<file path="src/rtl/pipelined_control_unit.sv">
// pipelined_control_unit: one-stage registered opcode decoder with stall, flush,
// sticky illegal-opcode flag and a squash counter that kills slots after control transfers.
`default_nettype none

module pipelined_control_unit #(
  parameter int OPCODE_W      = 4,
  parameter int ALU_OP_W      = 4,
  parameter int SQUASH_CYCLES = 2
) (
  input  logic                clk,
  input  logic                rst_n,
  input  logic                in_valid,
  input  logic [OPCODE_W-1:0] opcode,
  input  logic                stall,
  input  logic                flush,
  input  logic                branch_taken,
  output logic                out_valid,
  output logic                reg_dst,
  output logic                jump,
  output logic                mem_to_reg,
  output logic                alu_src,
  output logic                reg_write,
  output logic                beq,
  output logic                bne,
  output logic [1:0]          mem_op,
  output logic [ALU_OP_W-1:0] alu_op,
  output logic                illegal,
  output logic                squashing
);

  typedef struct packed {
    logic       reg_dst;
    logic       jump;
    logic       mem_to_reg;
    logic       alu_src;
    logic       reg_write;
    logic       beq;
    logic       bne;
    logic [1:0] mem_op;
    logic [3:0] alu;
  } ctrl_t;

  localparam logic [2:0] SQUASH_LOAD = 3'(SQUASH_CYCLES);

  logic       opcode_high;
  logic [3:0] op4;
  ctrl_t      dec;
  ctrl_t      ctrl_q;
  logic       valid_q;
  logic [2:0] squash_cnt;
  logic       accept;
  logic       legal_accept;
  logic       squash_load;

  // Only opcodes wider than 4 bits can encode values outside the table.
  generate
    if (OPCODE_W > 4) begin : g_wide_opcode
      assign opcode_high = |opcode[OPCODE_W-1:4];
    end else begin : g_narrow_opcode
      assign opcode_high = 1'b0;
    end
  endgenerate

  assign op4 = opcode[3:0];

  always_comb begin
    dec = '0;
    case (op4)
      4'd0:                         begin dec.reg_dst = 1'b1; dec.reg_write = 1'b1; dec.alu = 4'd0; end
      4'd1:                         begin dec.alu_src = 1'b1; dec.reg_write = 1'b1; dec.alu = 4'd0; end
      4'd2:                         begin dec.reg_dst = 1'b1; dec.reg_write = 1'b1; dec.alu = 4'd1; end
      4'd3:                         begin dec.alu_src = 1'b1; dec.reg_write = 1'b1; dec.alu = 4'd1; end
      4'd4, 4'd5, 4'd6, 4'd7, 4'd8: begin dec.reg_dst = 1'b1; dec.reg_write = 1'b1; dec.alu = op4 - 4'd2; end
      4'd9:                         begin dec.reg_write = 1'b1; dec.alu = 4'd7; end
      4'd10:                        begin dec.alu_src = 1'b1; dec.reg_write = 1'b1; dec.alu = 4'd8; end
      4'd11: begin
        dec.mem_op     = 2'b01;
        dec.mem_to_reg = 1'b1;
        dec.reg_write  = 1'b1;
        dec.alu_src    = 1'b1;
      end
      4'd12:                        begin dec.mem_op = 2'b10; dec.alu_src = 1'b1; end
      4'd13:                        begin dec.beq = 1'b1; dec.alu = 4'd1; end
      4'd14:                        begin dec.bne = 1'b1; dec.alu = 4'd1; end
      default:                      dec.jump = 1'b1;
    endcase
  end

  assign accept       = in_valid & ~flush & ~stall & (squash_cnt == 3'd0);
  assign legal_accept = accept & ~opcode_high;
  // A jump is only recognised when the full opcode is 15, not merely its low nibble.
  assign squash_load  = (legal_accept & (op4 == 4'd15)) | branch_taken;

  always_ff @(posedge clk or negedge rst_n) begin
    if (!rst_n) begin
      valid_q    <= 1'b0;
      ctrl_q     <= '0;
      squash_cnt <= 3'd0;
      illegal    <= 1'b0;
    end else if (flush) begin
      valid_q    <= 1'b0;
      ctrl_q     <= '0;
      squash_cnt <= 3'd0;
    end else if (!stall) begin
      valid_q <= legal_accept;
      ctrl_q  <= legal_accept ? dec : '0;
      if (accept && opcode_high) begin
        illegal <= 1'b1;
      end
      if (squash_load) begin
        squash_cnt <= SQUASH_LOAD;
      end else if (squash_cnt != 3'd0) begin
        squash_cnt <= squash_cnt - 3'd1;
      end
    end
  end

  assign out_valid  = valid_q;
  assign reg_dst    = ctrl_q.reg_dst;
  assign jump       = ctrl_q.jump;
  assign mem_to_reg = ctrl_q.mem_to_reg;
  assign alu_src    = ctrl_q.alu_src;
  assign reg_write  = ctrl_q.reg_write;
  assign beq        = ctrl_q.beq;
  assign bne        = ctrl_q.bne;
  assign mem_op     = ctrl_q.mem_op;
  assign alu_op     = ALU_OP_W'(ctrl_q.alu);
  assign squashing  = (squash_cnt != 3'd0);

endmodule

`default_nettype wire

</file>
<file path="config.mk">
export PLATFORM = sky130hd
export DESIGN_NAME = pipelined_control_unit
export DESIGN_NICKNAME = d
export VERILOG_FILES = /design/src/rtl/pipelined_control_unit.sv
export SDC_FILE = /design/constraint.sdc
export NUM_CORES = 1
export LEC_CHECK = 0
export BUFFER_PORTS_ARGS = -buffer_cell sky130_fd_sc_hd__buf_2
export CAP_MARGIN = 20
export CORE_MARGIN = 2
export CORE_UTILIZATION = 45
export DETAILED_ROUTE_END_ITERATION = 12
export PLACE_DENSITY = 0.75
export SYNTH_ARGS = -nofsm -noshare
export SYNTH_HDL_FRONTEND = slang
export SYNTH_SLANG_ARGS = --single-unit
</file>
<file path="constraint.sdc">
create_clock -name clk -period 1.6 [get_ports clk]
set_input_delay 0.24 -clock clk [delete_from_list [all_inputs] [get_ports clk]]
set_output_delay 0.24 -clock clk [all_outputs]
set_load 0.01 [all_outputs]
</file>
* Word-level counts from Yosys, hierarchy flattened
Index checks and enable logic that the tools add are counted.
** Word-level totals
- Register bits after elaboration :: 17
- Memories :: 0
- RAM bits :: 0
- Input port bits :: 10
- Output and inout bits :: 16
- Logic and storage cells :: 65
- Latch bits :: 0
- ROM bits :: 0
** Cells by class
- Order comparisons :: 0
- Add/sub/neg operators :: 2
- Mux-type cells :: 18
- Shifts and indexed selects :: 0
- Div/mod/pow operators :: 0
- Equality and inequality tests :: 16
- Reduce and logical (&&, ||, !) cells :: 11
- Multiply operators :: 0
- Bitwise operators :: 7
** Operator list (count)
- $mux W13 :: 3
- $eq A4 B4 Y1 const B :: 8
- $eq A4 B3 Y1 const B :: 4
- $pmux W4 S4 :: 1
- $reduce_or A15 Y1 :: 1
- $mux W3 :: 4
- $reduce_or A12 Y1 :: 1
- $reduce_or A5 Y1 :: 2
- $mux W1 :: 9
- $eq A4 B2 Y1 const B :: 2
- $reduce_or A7 Y1 :: 1
- $reduce_bool A3 Y1 :: 2
- $and A1 B1 Y1 :: 4
- $eq A4 B1 Y1 const B :: 1
- $logic_not A4 Y1 :: 1
- $pmux W2 S2 :: 1
- $reduce_or A4 Y1 :: 1
- $sub A4 B2 Y4 const B :: 1
- $logic_not A3 Y1 :: 1
- $sub A3 B1 Y3 const B :: 1
- $ne A2 B1 Y1 const B :: 1
- $not A1 Y1 :: 2
- $reduce_and A2 Y1 :: 1
- $or A1 B1 Y1 :: 1

* Logic depth before layout (Yosys ltp)
Gate-level depths: netlist of the first run.
- Depth after elaboration :: 9
- Mapped depth :: 8
- Gate-level depth less buffers :: 7

* Worst setup path before layout of the first run
OpenSTA, ideal clock, no wires.
- Path kind :: register -> register
- Start :: reg squash_cnt[0]
- End :: reg squash_cnt[0]
- Stages on the path, launching flop included :: 9
- Path buffers :: 1
- Setup time :: 76 ps
- Period minus slack after synthesis :: 1645 ps
- Required time :: 1524 ps
- Setup slack :: -45 ps
- Data arrival time :: 1568 ps
- Path through :: dfrtp_1 > inv_1 > ha_1 > ha_1 > buf_2 > nand4bb_2 > nor2_1 > a311o_1 > o21ai_1
** Between the ends
- Cells in the longest elaborated chain, start to end :: 7
- Elaborated cells between the ends (all ways) :: 12
- Classes of those cells :: 1 x add/sub; 4 x mux; 3 x bitwise; 4 x reduce/logical
** Ends and longest elaborated chain
- start, declared :: line 50 : logic [2:0] squash_cnt;
- start signal, assigned :: line 113 : squash_cnt <= squash_cnt - 3'd1;
- branches (longest 7 deep; another with $sub A3 B1 Y3)
Several ways; the timed one is not identified. The select of a mux whose other input is x is not followed.
A chain may end at the register's enable or synchronous reset.

* Worst setup path in the final report of the first run
- Start :: reg squash_cnt[0]
- End :: out squashing
** Between the ends
- Cells in the longest elaborated chain, start to end :: 1
** Ends and longest elaborated chain
- $reduce_bool A3 Y1 :: line 128 : assign squashing = (squash_cnt != 3'd0);
- end, declared :: line 28 : output logic squashing
Every way passes these cells.

==> results.cfg, run 1 <==
[placed_design]
portBuffers = 24
place_congestion = 0.7770
place_hpwl_um = 1447
place_inst = 143

[global_routing]
grt_antenna_before_repair = 0
grt-ovfl-total = 0
grt_pass1_wl_um = 3222
grt_usage = 0.1719
grt_pass1_vias = 734
grt_max_degree = 18

[timing]
finalSetupViolCount = 0
clock_skew_ns = 0.008590
finalHoldViolCount = 0
finalCritPeriodShare = 0.9597
maxSlewViolCount = 0
holdWs_ns = 0.2053
fin_crit_ns = 1.536
max_freq_mhz = 651.2

[cells_and_area]
syn_to_final_growth_pct = 27.21
antennaDiodeCount = 0
drive_above_1_share = 0.3115
multi_input_area_um2 = 444.2
fillerInstances = 176
seq_area_um2 = 425.4
fin_nets = 136
largest_register_ffs = 4
fin_util = 0.5905
fin_cells = 149

[pwr]
switching_power_mw = 0.2486
ir_drop_mv = 0.4004
pwr-share-clk = 0.262
leakagePower_nw = 0.6044
power.share.switching = 0.2847
internal-power_mw = 0.6248
combPwrFrac = 0.222
power_density_nw_per_um2 = 769.7
total_power_mw = 0.8734
p_seq_frac = 0.516

[floorplan]
fp.coreArea_um2 = 1922
ios = 26
die_area_um2 = 2355
die_x_um = 48.53
rows = 16
dieHeight_um = 48.53
initial_core_util = 0.4642

[clock_network]
tritoncts = yes
clockBufferDepth = 2
clockRootBuffer = clkbuf_4
clk_latency_ns = 0.29
cts_buffers = 3
clk_pin_slew_ns = 0.09
cts_sinks = 17
htree_levels = 1

[worst_setup_path]
path_class = register to output pin
reg2reg_depth = 7
worst_setup_path_start_kind = register
endpoint_kind = output pin
worstPathArrival_ns = 1.30
crit_path_cell_trace = inv_1, ha_1, ha_4, inv_2, buf_2
max_stage_delay_ns = 0.35
worst-path-max-fanout = 3
cp.required_ns = 1.36
cpMaxStageDelayCell = dfrtp_1

[yosys]
synth_edf_count = 0
synth_area_leaders = dfrtp_1, nand2_1, a22o_1
ys_types = 25
async_flop_share = 1.000
ys_top_cells_by_count = dfrtp_1, nand2_1, inv_1
ys_ff_latch = 17
synth.largest_area_cell = dfrtp_1
seq_area_frac_synth = 0.4769
syn_area_um2 = 892.1
yosysWarningCount = 0
netlist.area_leader.share = 0.4769
syn-mean-instance-area_um2 = 9.490
syn_inst = 94
synth_nets = 107
synth.most_common_cell = dfrtp_1
synth_top_flop_cell = dfrtp_1

[detailed_routing]
antenna_left = 0
drt_pre_antenna_iters = 4
post_drt_via_cell_ratio = 5.255
routed_wirelength_um = 1943
drc = 0
route.vias.total = 783
drt_iter0_drc = 11
wl_per_cell_um = 13.04

[worst_hold_path]
holdPathStages = 2
hold_path.class = primary input to register

[job]
cap_violations = 0

[run_status]
outcome = complete, no violations
## critical path: cells and delay by family, from the launching register on
kind,cells,cell delay (ns)
buffers and inverters,3,0.25
flip-flops,1,0.35
adder cells (fa/ha/maj),2,0.42
## layer usage
layer	track usage	vias to the layer above	wire length (um)
met4	0.07143	0	13
met3	0.02778	2	72
met1	0.2211	378	865
li1	-	385	-
met5	0	-	0
met2	0.2894	18	992
## power by group through the flow
stage | Combinational [mW] | Sequential [mW] | Clock [mW]
6_report | 0.194 | 0.451 | 0.229
4_1_cts | 0.179 | 0.451 | 0.236
3_3_place_gp | 0.170 | 0.459 | 0
3_5_place_dp | 0.176 | 0.459 | 0
2_1_floorplan | 0.107 | 0.463 | 0
5_1_grt | 0.217 | 0.452 | 0.250
## kinds of logic after synthesis
logic type	Yosys count	synth area share
AO/OA/AOI/OAI	26	0.2090
adder cells (fa/ha/maj)	3	0.04208
buffers and inverters	15	0.07013
flip-flops	17	0.4769
multiplexers	2	0.02244
other	1	0.004204
AND/OR/NAND/NOR	30	0.1753
## cell usage in the layout, fill, tap and decap left out, drive strengths merged, types with 2 or more instances in the layout
| cell | Yosys | layout |
|---|---|---|
| ha | 3 | 3 |
| nand3 | 2 | 2 |
| nand2 | 14 | 14 |
| mux2i | 2 | 2 |
| a22o | 6 | 6 |
| o21ai | 6 | 6 |
| inv | 8 | 8 |
| dfrtp | 17 | 17 |
| a21oi | 5 | 5 |
| a21o | 3 | 3 |
| nor3 | 3 | 3 |
| nor2 | 4 | 4 |
| clkbuf | 4 | 4 |
| nor2b | 3 | 3 |
| buf | 3 | 30 |
| o32ai | 3 | 3 |
| a32o | 2 | 2 |
## final timing paths
check / slack, ns / from / end
worst min-delay path: 0.21 / flush / squash_cnt[1]
max in group asynchronous: 0.93 / rst_n / reg_dst
min in group asynchronous: 0.39 / rst_n / alu_op[2]
worst min register to register: 0.48 / jump / jump
worst max register to register: 0.09 / squash_cnt[0] / reg_dst
worst max-delay path: 0.06 / squash_cnt[0] / squashing
## per-stage QoR
stage | setup TNS [ns] | worst slack [ns] | instance area [um^2]
2_1_floorplan | 0 | 0.07070 | 917.1
3_3_place_gp | 0 | 0.07973 | 1074
3_5_place_dp | 0 | 0.03214 | 1074
4_1_cts | 0 | 0.01410 | 1110
5_1_grt | -0.03588 | -0.02373 | 1135
6_report | 0 | 0.06443 | 1135
## repair_timing
action                                  in CTS  in global routing
endpoints found under the setup margin       1                 11
resized for setup                            1                  3
hold buffers                                 1                  0
endpoints found under the hold margin       17                  0
buffers inserted                             0                  1
gates cloned                                 0                  0
pin swaps                                    0                  1
## layout make-up
| type | count | area share |
|---|---|---|
| multi-input cells | 62 | 0.3914 |
| flip-flops and latches | 17 | 0.3749 |
| repair buffers | 31 | 0.1544 |
| well taps | 27 | 0.02977 |
| inverters | 8 | 0.02646 |
| clock buffers | 4 | 0.02315 |
No activity file was read; power rests on OpenSTA's default activity.
==> run 2: changes to the inputs <==
- ABC_AREA: default -> 1
- PLACE_DENSITY: 0.75 -> 0.71
- clock period: 1.6 -> 1.9 ns (I/O delays scaled with it)
==> run 2 against run 1 <==
  * Worst hold slack improved by 0.083 ns
  * Non-clock buffer count decreased by 5
  * Critical path type is now register to register
  * Die area increased by 5.0%
  * Power decreased by 16%
==> results.cfg, run 2 <==
[placed_design]
place_congestion = 0.8599
portBuffers = 24
place_hpwl_um = 1422
placed_area_um2 = 1082
dp_slack_ns = 0.2374

[cells_and_area]
largest_register_ffs = 4
finalInstanceArea_um2 = 1119
fin_util = 0.5702
antennaDiodeCount = 0
fin_nets = 158
syn_to_final_growth_pct = 18.88
final_common_cell = nand2_1
final_cell_mix = nand2_1, buf_2, dfrtp_1, inv_1, nor2_1
drive_above_1_share = 0.2917

[timing]
clock_skew_ns = 0.009117
fin_crit_ns = 1.664
finalSetupViolCount = 0
finalHoldViolCount = 0
setup-tns-final_ns = 0
max_freq_mhz = 600.9
rsz0062_at_grt = no
maxSlewViolCount = 0
finalCritPeriodShare = 0.8758
fin_ws_ns = 0.2359

[clock_network]
cts_sinks = 17
ctsResizeCount = 0
htree_levels = 1
clockBufferDepth = 2
clk_latency_ns = 0.28
clk_pin_slew_ns = 0.10
clockRootBuffer = clkbuf_4
tritoncts = yes
cts_buffers = 3

[yosys]
synth_area_leaders = dfrtp_1, nand2_1, inv_1
syn-mean-instance-area_um2 = 8.042
syn_area_um2 = 940.9
seq_area_frac_synth = 0.4521
synth.most_common_cell = nand2_1
yosysWarningCount = 0
ys_top_cells_by_count = nand2_1, dfrtp_1, inv_1
syn_inst = 117
synth_edf_count = 0
synth_top_flop_cell = dfrtp_1
synth.largest_area_cell = dfrtp_1
ys_types = 24
synth_nets = 130
netlist.area_leader.share = 0.4521
ys_ff_latch = 17
async_flop_share = 1.000

[job]
cap_violations = 0

[pwr]
leakagePower_nw = 0.6718
power_density_nw_per_um2 = 658.1
ir_drop_mv = 0.3659

[floorplan]
ios = 26
dieHeight_um = 49.73
initial_core_util = 0.4796
die_area_um2 = 2473
rows = 16
fp.coreArea_um2 = 1962
die_x_um = 49.73

[worst_setup_path]
worstPathArrival_ns = 1.85
endpoint_kind = register
path_class = register to register
cp.required_ns = 2.09
worst_setup_path_start_kind = register
worst-path-max-fanout = 13

[global_routing]
grt_antenna_before_repair = 0
grt-ovfl-total = 0
grt_usage = 0.1581
grt_max_degree = 18
grt_pass1_wl_um = 3042
grt_pass1_vias = 715

[detailed_routing]
drt_pre_antenna_iters = 4
routed_wirelength_um = 1821
post_drt_via_cell_ratio = 4.901
drt_iter0_drc = 44
route.vias.total = 838
drc = 0
antenna_left = 0
wl_per_cell_um = 10.65

[run_status]
outcome = complete, no violations

[worst_hold_path]
hold_path.class = primary input to register
[run 2: path summary, 6_finish.rpt]
path                               start             to  slack (ns)  cells past startpoint
max                        squash_cnt[0]  squash_cnt[0]        0.24                     10
min                         branch_taken  squash_cnt[2]        0.29                      4
max reg2reg                squash_cnt[0]  squash_cnt[0]        0.24                     10
min reg2reg                    alu_op[3]      alu_op[3]        0.48                      2
max in group asynchronous          rst_n      reg_write        1.19                      2
min in group asynchronous          rst_n            beq        0.44                      2
[run 2: report_power, final]
part	switching, mW	internal [mW]
clock network	0.106	0.0815
logic	0.101	0.0599
registers	0.00944	0.378
total	0.216	0.520
[run 2: through the flow]
stage	hold WS, ns	power (mW)	instances
3_3_place_gp	0.2215	0.5506	166
5_1_grt	0.2988	0.7850	171
3_5_place_dp	0.2225	0.5540	166
2_1_floorplan	-0.01059	0.5019	117
6_report	0.2883	0.7362	171
4_1_cts	0.2864	0.7431	171
[run 2: per-layer routing]
layer  wire length [um]  up-vias  global-route usage
met5                  0        -                   0
met4                  0        0             0.04167
met3                126        0             0.02727
met2                872       28              0.2422
met1                823      394              0.2305
li1                   -      416                   -
[run 2: cell type report]
cell class                 count  area [um^2]
fill                         198        843.3
multi-input combinational     81        435.4
sequential                    17        425.4
timing repair buffer          26        137.6
inverter                      16        60.06
tap                           27        33.78
clock buffer                   4        26.28
[run 2: cells by family after synthesis]
kind of cell,count (synthesis),share of synthesized area
AND/OR/NAND/NOR,63,0.3191
buffers and inverters,19,0.08510
flip-flops,17,0.4521
AO/OA/AOI/OAI,13,0.09042
adder cells (fa/ha/maj),3,0.03990
XOR/XNOR,1,0.009310
other,1,0.003986
[run 2: critical path, stage by stage, from the launching register on]
cell     delay, ns
dfrtp_1       0.39
inv_1         0.08
ha_1          0.15
ha_1          0.16
nand2_1       0.10
nor2_4        0.29
nand2_4       0.11
nand3_4       0.08
nand2_4       0.07
nand2_1       0.07
o21ai_2       0.05
[run 2: repair_timing]
item	CTS	global route
setup buffers	0	0
hold endpoints to repair	17	0
hold buffers	1	0
==> run 3: changes to the inputs <==
- CORE_UTILIZATION: 45 -> 54
- PLACE_DENSITY: 0.71 -> 0.83
==> run 3 against run 2 <==
  * Routed wire length grew 0.49%
  * Highest routed layer is now met4
  * Worst hold slack got worse by 0.012 ns
  * Largest cell class unchanged
  * Combinational power barely moved
==> results.cfg, run 3 (synthesis results as in run 2) <==
[run_status]
outcome = complete, no violations

[global_routing]
grt_pass1_vias = 731
grt_max_degree = 18
grtUsageMet1 = 0.2864
busiest_layer = met2
grt_antenna_before_repair = 0
grt-ovfl-total = 0
grt_pass1_wl_um = 2980
met2_usage = 0.2958
gr-usage-met3 = 0.03968
grt_usage = 0.1984

[clock_network]
cts_sinks = 17
cts_buffers = 3
cts_setup_buffers = 0
clk_latency_ns = 0.28
clockRootBuffer = clkbuf_4
tritoncts = yes
htree_levels = 1
clockBufferDepth = 2
clk_pin_slew_ns = 0.10

[cells_and_area]
fin_nets = 159
finalInstanceArea_um2 = 1115
antennaDiodeCount = 0
syn_to_final_growth_pct = 18.48
largest_register_ffs = 4
final_common_cell = nand2_1
final_cell_mix = nand2_1, buf_2, dfrtp_1, inv_1, nor2_1
drive_above_1_share = 0.3034
fin_util = 0.6600

[worst_hold_path]
hold_path.class = primary input to register

[timing]
setup-tns-final_ns = 0
rsz0062_at_grt = no
clock_skew_ns = 0.007620
finalSetupViolCount = 0
max_freq_mhz = 603.0
finalCritPeriodShare = 0.8728
fin_crit_ns = 1.658
maxSlewViolCount = 0
finalHoldViolCount = 0

[placed_design]
placed_area_um2 = 1077
portBuffers = 24
place_congestion = 0.8749
place_hpwl_um = 1418

[worst_setup_path]
worst-path-max-fanout = 13
max_stage_delay_ns = 0.40
worst_setup_path_start_kind = register
cp.required_ns = 2.09
crit_path_cell_trace = inv_1, ha_1, ha_1, nand2_1, nor2_4, nand2_4, nand3_4, nand2_4, nand2_1, o21ai_2
worstPathArrival_ns = 1.84
cpMaxStageDelayCell = dfrtp_1
endpoint_kind = register
path_class = register to register

[detailed_routing]
route.vias.total = 848
post_drt_via_cell_ratio = 5.235
drt_iter0_drc = 29
drc = 0
antenna_left = 0
drt_pre_antenna_iters = 4
routed_wirelength_um = 1830
wl_per_cell_um = 11.30

[floorplan]
die_area_um2 = 2092
fp.coreArea_um2 = 1689
ios = 26
initial_core_util = 0.5570
dieHeight_um = 45.74
rows = 15
die_x_um = 45.74

[job]
cap_violations = 0

[pwr]
leakagePower_nw = 0.6797
ir_drop_mv = 0.3973
power_density_nw_per_um2 = 659.8
## run 3: cell count changes in the layout (fill, tap and decap cells not counted)
cell / change
clkbuf_1: -1
clkinv_2: +1
buf_4: +1
## run 3: report_power, final
group | leakage (nW) | switching [mW] | total (mW) | internal, mW
logic | 0.428 | 0.101 | 0.162 | 0.0605
clock network | 0.0177 | 0.109 | 0.187 | 0.0780
registers | 0.234 | 0.00843 | 0.387 | 0.378
## run 3: worst paths after layout
check,start,endpoint,slack (ns),cells after the start
min reg2reg,mem_op[1],mem_op[1],0.48,2
min,branch_taken,squash_cnt[2],0.28,4
max reg2reg,squash_cnt[0],squash_cnt[0],0.24,10
max in group asynchronous,rst_n,alu_src,1.17,2
max,squash_cnt[0],squash_cnt[0],0.24,10
min in group asynchronous,rst_n,squash_cnt[2],0.44,2
## run 3: final cells by class
cell class	count	area (um^2)
sequential	17	425.4
clock inverter	1	5.005
tap	17	21.27
fill	138	574.3
clock buffer	3	22.52
multi-input combinational	81	435.4
inverter	16	60.06
timing repair buffer	27	145.1
## run 3: worst max-delay path: cells and delay by family, from the launching register on
kind                     cells  cell delay (ns)
AND/OR/NAND/NOR              6             0.72
flip-flops                   1             0.40
adder cells (fa/ha/maj)      2             0.29
buffers and inverters        1             0.08
AO/OA/AOI/OAI                1             0.05
## run 3: stage by stage
step	total power, mW	hold WS, ns	cells	worst slack [ns]
4_1_cts	0.7438	0.2735	162	0.2288
5_1_grt	0.7850	0.3015	162	0.04938
6_report	0.7355	0.2767	162	0.2417
3_3_place_gp	0.5490	0.2199	157	0.3160
2_1_floorplan	0.5019	-0.01059	117	0.5107
3_5_place_dp	0.5542	0.2276	157	0.2337
## run 3: repair_timing
item	CTS	global route
setup endpoints to repair	0	0
endpoints found under the hold margin	17	0
resized for setup	0	0
hold buffers	1	0
## run 3: metal layers
metal / vias up / wire (um)
met5: - / 0
met4: 0 / 19
met3: 4 / 131
met2: 43 / 852
met1: 382 / 826
li1: 419 / -
